<file path="src/rtl/vga_timing_gen.sv">
// ---------------------------------------------------------------------------
// vga_timing_gen
//
// Pixel-timing source for the display pipeline. Free-running horizontal and
// vertical counters produce the current pixel position (DrawX, DrawY), an
// active-high visible-area flag (blank), active-low hs/vs for the connector,
// and a once-per-frame pulse plus frame counter. Game logic uses these to
// update sprite/animation state during vertical blanking.
//
// Ports
//   vga_clk      in   1     pixel clock, sole clock
//   Reset        in   1     synchronous, active-high reset
//   DrawX        out  10    current pixel column, 0..H_TOTAL-1
//   DrawY        out  10    current line, 0..V_TOTAL-1
//   hs           out  1     horizontal sync, active low
//   vs           out  1     vertical sync, active low
//   blank        out  1     1 while (DrawX, DrawY) is inside the visible window
//   frame_start  out  1     one-cycle pulse at (0, V_VISIBLE)
//   frame_count  out  FC_W  frames completed, wraps
//
// Every output is a flop. The sync/blank/frame flags are computed from the
// *next* counter values so that they line up with the DrawX/DrawY presented in
// the same cycle (no one-cycle skew between position and flags).
// ---------------------------------------------------------------------------
module vga_timing_gen #(
  parameter int H_VISIBLE = 640,
  parameter int H_FP      = 16,
  parameter int H_SYNC    = 96,
  parameter int H_BP      = 48,
  parameter int V_VISIBLE = 480,
  parameter int V_FP      = 10,
  parameter int V_SYNC    = 2,
  parameter int V_BP      = 33,
  parameter int FC_W      = 8
) (
  input  logic            vga_clk,
  input  logic            Reset,
  output logic [9:0]      DrawX,
  output logic [9:0]      DrawY,
  output logic            hs,
  output logic            vs,
  output logic            blank,
  output logic            frame_start,
  output logic [FC_W-1:0] frame_count
);

  localparam int H_TOTAL = H_VISIBLE + H_FP + H_SYNC + H_BP;
  localparam int V_TOTAL = V_VISIBLE + V_FP + V_SYNC + V_BP;

  // 10-bit versions of the timing boundaries so every compare is same-width.
  localparam logic [9:0] H_LAST     = 10'(H_TOTAL - 1);
  localparam logic [9:0] V_LAST     = 10'(V_TOTAL - 1);
  localparam logic [9:0] H_VIS      = 10'(H_VISIBLE);
  localparam logic [9:0] V_VIS      = 10'(V_VISIBLE);
  localparam logic [9:0] HS_FIRST   = 10'(H_VISIBLE + H_FP);
  localparam logic [9:0] HS_LAST    = 10'(H_VISIBLE + H_FP + H_SYNC - 1);
  localparam logic [9:0] VS_FIRST   = 10'(V_VISIBLE + V_FP);
  localparam logic [9:0] VS_LAST    = 10'(V_VISIBLE + V_FP + V_SYNC - 1);

  logic [9:0]      x_reg, x_next;
  logic [9:0]      y_reg, y_next;
  logic            hs_reg, hs_next;
  logic            vs_reg, vs_next;
  logic            blank_reg, blank_next;
  logic            frame_start_reg, frame_start_next;
  logic [FC_W-1:0] frame_count_reg, frame_count_next;

  // Next position, then all flags decoded from that next position.
  always_comb begin
    x_next           = x_reg;
    y_next           = y_reg;
    hs_next          = 1'b1;
    vs_next          = 1'b1;
    blank_next       = 1'b0;
    frame_start_next = 1'b0;
    frame_count_next = frame_count_reg;

    if (x_reg == H_LAST) begin
      x_next = '0;
      // Vertical counter only moves on the horizontal wrap.
      if (y_reg == V_LAST) begin
        y_next = '0;
      end else begin
        y_next = y_reg + 10'd1;
      end
    end else begin
      x_next = x_reg + 10'd1;
    end

    hs_next          = !((x_next >= HS_FIRST) && (x_next <= HS_LAST));
    vs_next          = !((y_next >= VS_FIRST) && (y_next <= VS_LAST));
    blank_next       = (x_next < H_VIS) && (y_next < V_VIS);
    frame_start_next = (x_next == 10'd0) && (y_next == V_VIS);

    if (frame_start_next) begin
      frame_count_next = frame_count_reg + FC_W'(1);
    end
  end

  // Reset parks the raster at (0,0); the flags take the values that
  // describe that pixel, so the first visible pixel is fully consistent.
  always_ff @(posedge vga_clk) begin
    if (Reset) begin
      x_reg           <= '0;
      y_reg           <= '0;
      hs_reg          <= 1'b1;
      vs_reg          <= 1'b1;
      blank_reg       <= 1'b1;
      frame_start_reg <= 1'b0;
      frame_count_reg <= '0;
    end else begin
      x_reg           <= x_next;
      y_reg           <= y_next;
      hs_reg          <= hs_next;
      vs_reg          <= vs_next;
      blank_reg       <= blank_next;
      frame_start_reg <= frame_start_next;
      frame_count_reg <= frame_count_next;
    end
  end

  assign DrawX       = x_reg;
  assign DrawY       = y_reg;
  assign hs          = hs_reg;
  assign vs          = vs_reg;
  assign blank       = blank_reg;
  assign frame_start = frame_start_reg;
  assign frame_count = frame_count_reg;

endmodule

</file>
<file path="config.mk">
export PLATFORM = sky130hd
export DESIGN_NAME = vga_timing_gen
export DESIGN_NICKNAME = d
export VERILOG_FILES = /design/src/rtl/vga_timing_gen.sv
export SDC_FILE = /design/constraint.sdc
export NUM_CORES = 1
export LEC_CHECK = 0
export CAP_MARGIN = 15
export CORE_MARGIN = 2
export CORE_UTILIZATION = 25
export CTS_BUF_LIST = sky130_fd_sc_hd__clkbuf_16
export CTS_CLUSTER_DIAMETER = 50
export CTS_CLUSTER_SIZE = 20
export DETAILED_ROUTE_END_ITERATION = 8
export SYNTH_ARGS = -nofsm -noshare
export SYNTH_HDL_FRONTEND = slang
export SYNTH_SLANG_ARGS = --single-unit
</file>
<file path="constraint.sdc">
create_clock -name vga_clk -period 3.1 [get_ports vga_clk]
set_input_delay 0.62 -clock vga_clk [delete_from_list [all_inputs] [get_ports vga_clk]]
set_output_delay 0.62 -clock vga_clk [all_outputs]
set_load 0.1 [all_outputs]
</file>
# Word-level counts from Yosys, hierarchy flattened
# Cells that the tools add are included.
# W data, S select, Z words.
word_totals:
  regBits: 32
  in_bits: 2
  elab_cells: 29
classes:
  add_sub_neg: 3
  magnitude_cmp: 6
  n_eq_ne: 3
  mux: 3
  n_reduce_logical: 7
ops:
  columns: ["operator", "n"]
  rows:
  - ["$mux W10", 3]
  - ["$add A10 B1 Y10 const B", 2]
  - ["$eq A10 B10 Y1 const B", 2]
  - ["$eq A10 B9 Y1 const B", 1]
  - ["$ge A10 B10 Y1 const B", 1]
  - ["$ge A10 B9 Y1 const B", 1]
  - ["$le A10 B10 Y1 const B", 1]
  - ["$le A10 B9 Y1 const B", 1]
  - ["$logic_not A10 Y1", 1]
  - ["$lt A10 B10 Y1 const B", 1]
  - ["$lt A10 B9 Y1 const B", 1]
  - ["$add A8 B1 Y8 const B", 1]
  - ["$logic_and A1 B1 Y1", 4]
  - ["$logic_not A1 Y1", 2]

# Logic depth before layout (Yosys ltp)
depth:
  depth_word: 6
  ltp_mapped: 10
  ltp_nobuf: 9

# Worst setup path before layout
# Ideal clock, no wire load.
synth_timing:
  path_type: "flip-flop to flip-flop"
  from: "reg x_reg[0] (netlist: DrawX[0])"
  to: "reg frame_count_reg[0] (netlist: frame_count[0])"
  setup_time_ns: 0.070
  arrival_time_ns: 3.465
  slack_ns: -0.436
  path_stages_with_launch: 10
  path_buffers: 1
  synth_period_minus_slack_ns: 3.536
  path_cell_list: "dfxtp_1 ha_1 nand4_2 or4_4 or2_1 o31ai_4 o2111ai_2 buf_2 or3_1 a21oi_1"
synth_between:
  elab_chain_len: 4
synth_rtl:
  columns: ["element", "line", "text"]
  rows:
  - ["from (decl)", "60", "logic [9:0] x_reg, x_next;"]
  - ["from (signal assigned)", "112", "x_reg <= x_next;"]
  - ["$add A10 B1 Y10 / $eq A10 B10 Y1 (equally long branches)", "87, 78", null]
  - ["$mux W10", "78", "if (x_reg == H_LAST) begin"]
  - ["$logic_not A10 Y1 / $eq A10 B9 Y1 (equally long branches)", "93", "frame_start_next = (x_next == 10'd0) && (y_next == V_VIS);"]
  - ["$logic_and A1 B1 Y1 *", "93", null]
  - ["to (signal assigned)", "118", "frame_count_reg <= frame_count_next;"]
  - ["to (decl)", "66", "logic [FC_W-1:0] frame_count_reg, frame_count_next;"]
# Every way passes the cells marked *; elsewhere a longest branch is shown, timed or not.
# A chain may end at the register's enable or synchronous reset.

# Final worst setup path
layout_timing:
  from: "reg x_reg[0] (netlist: DrawX[0])"
  to: "reg frame_count_reg[7] (netlist: frame_count[7])"
# The elaborated chain is that of the path after synthesis.

==> summary.md <==
| Metric | Value |
|---|---|
| Period utilization | 0.936 |
| Setup violations, final | 0 |
| Total GRT Usage | 0.126 |
| CP Capture Type | flip-flop |
| Status | completed |
| Core Area | 6830 um2 |
| CTS max path bufs | 2 |
| Final setup TNS | 0 ns |
| Crit path kind | reg -> reg |
| Clock skew | 0.00528 ns |
| Total power | 0.959 mW |
| Die width | 88.0 um |
| Crit-path max FO | 16 |
| Critical Path RT | 3.31 ns |
| Clk Tree Root Cell | clkbuf_16 |
| HP Class | reg -> reg |
| DP Wirelength | approximately 3400 um |
| Post-synthesis cell type count | 49 |
| Final worst path period need | 2.90 ns |
| Pre-antenna DRT Iters | 4 |
| First-pass GRT wire length | 7630 um |
| PortBufs | 33 |
| Commonest non-fill, non-tap cell in the layout | buf_4 |
| PD cells | between 400 and 500 nW/um2 |
| Commonest cells after routing, fill and taps aside | buf_4 (48), nor2_1 (23), dfxtp_1 (21), a21oi_1 (16), nand2_1 (13) |
| Worst Tran Pin Value | 0.592 ns |
| Via count | about 1700 |
| Slew HR | 0.604 |
| WHS Path Cells | 1 |
| Max Freq | 345 MHz |
| Initial Utilization | 0.258 |
| Synthesized area per cell | 8.33 um2 |
| CTS Sinks | 32 |
| Final wirelength | 4720 um |
| Mapped Cells | 212 |
| Final GP Congestion | approximately 0.87 |
| Initial antenna violation count | 0 |
| Number of remaining DRC errors | 0 |
| WL per Instance | around 13 um |
| DIE AREA | 7750 um2 |
| Die height | between 80 and 90 um |
| Setup bufs post-CTS | 0 |
| Share of cells above drive strength 1 | 0.282 |
| Final hold vios | 0 |
| Final ANT Viol Nets | 0 |
| Synth warn | 0 |
| Post-synthesis sequential area ratio | 0.363 |
| Syn_nets | 219 |
| FP Rows | 30 |
| Total grt overflow | 0 |
| Ys flop type | dfxtp_1 |
| Max Slew Vio Count | 0 |
| IO Count | 34 |
| #FFs+latches synth | 32 |
| Hold_buf cts | 0 |
| Ys async rst share | 0 |
| Final nets | 262 |
| Setup crit start kind | flip-flop |
| Clock buffer count from CTS | 5 |
| Via-per-instance ratio | 4.87 |
| H-tree depth | 2 |
| Worst skew pair latency | ~0.28 ns |
| CP arrival | 3.11 ns |
| Leakage | 0.879 nW |
| Largest net degree at the start of global routing | 18 |
| Number of flops mapped to enable cells by yosys | 0 |
| Clock transition at path regs | 0.05 ns |
| Antenna diode instance count | 0 |
| Area growth syn-to-layout | 33.2% |
| Synthesized area | 1770 um2 |
| CTS tree | yes |
| RSZ-0062 raised after global routing | no |
| Vias in the first global route | 1579 |
| Max-cap violations | 0 |
| Maximum VDD drop | 0.197 mV |
| Initial DRC count | 111 |
| CTS resizes | 0 |
| FF-to-FF path depth | 9 |
-- metal layers --
metal	share of wire	vias up	track usage
met5	0	-	0
met4	0.018	0	0.0551
met3	0.057	7	0.0320
met2	0.45	45	0.189
met1	0.48	794	0.171
li1	-	862	-
-- layout make-up --
cell class / count / area [um2]
Sequential cell: 32 / 659
Fill cell: 725 / 4480
Inverter: 6 / 22.5
Clock buffer: 5 / 125
Clock inverter: 2 / 8.76
Timing Repair Buffer: 49 / 370
Tap cell: 96 / 120
Multi-Input combinational cell: 161 / 1040
-- Yosys cell counts, types with 3 or more instances --
master,count,area (um2)
a21oi_1,16,80.1
and2_1,5,31.3
and3_1,4,25.0
buf_2,3,15.0
clkbuf_1,8,30.0
dfxtp_1,32,641
ha_1,5,62.6
inv_1,6,22.5
nand2_1,13,48.8
nand3_1,6,30.0
nand4_1,7,43.8
nand4b_1,3,26.3
nor2_1,23,86.3
nor2b_1,3,18.8
nor3_1,12,60.1
o21ai_0,3,15.0
o22ai_1,3,18.8
o31ai_1,7,52.6
or4_1,6,45.0
xnor2_1,6,52.6
xor2_1,7,61.3
-- through the flow --
| step | area (um2) | hold slack, ns | utilization | cells | worst slack [ns] |
|---|---|---|---|---|---|
| 2_1_floorplan | 1780 | 0.672 | - | 212 | 0.00232 |
| 3_3_place_gp | 2220 | 0.442 | 0.325 | 344 | 0.280 |
| 3_5_place_dp | 2220 | 0.451 | 0.325 | 344 | 0.218 |
| 4_1_cts | 2350 | 0.461 | 0.344 | 351 | 0.189 |
| 5_1_grt | 2350 | 0.487 | 0.344 | 351 | 0.0512 |
| 6_report | 2350 | 0.455 | 0.344 | 351 | 0.198 |
-- worst max-delay path, cell delays in order (launching register included) --
cell	delay, ns
dfxtp_4	0.37
ha_1	0.18
nand4_2	0.20
or4_4	0.60
or2_1	0.31
o31ai_4	0.22
o2111ai_2	0.14
buf_4	0.21
or4_1	0.47
a21oi_1	0.15
-- kinds of logic after synthesis --
family / Yosys count / synth area share
DFF: 32 / 0.363
adders and majority gates: 5 / 0.0354
muxes: 2 / 0.0120
AOI/OAI and AO/OA: 42 / 0.167
xor gates and xnor gates: 13 / 0.0645
and+or+nand+nor: 99 / 0.313
buffers and inverters: 19 / 0.0454
-- worst paths after layout --
check | start | endpoint | slack (ns)
min | DrawX[0]$_SDFF_PP0_ | DrawX[0]$_SDFF_PP0_ | 0.45
max | DrawX[0]$_SDFF_PP0_ | frame_count[7]$_SDFFE_PP0P_ | 0.20
min reg2reg | DrawX[0]$_SDFF_PP0_ | DrawX[0]$_SDFF_PP0_ | 0.45
max reg2reg | DrawX[0]$_SDFF_PP0_ | frame_count[7]$_SDFFE_PP0P_ | 0.20
-- report_power, final --
group | switching, mW | internal [mW] | leakage [nW] | total [mW]
clock | 0.174 | 0.288 | 0.0709 | 0.462
combinational | 0.0543 | 0.0198 | 0.544 | 0.0741
sequential | 0.00566 | 0.417 | 0.264 | 0.423
total | 0.234 | 0.725 | 0.879 | 0.959
No activity file was read; power rests on OpenSTA's default activity.
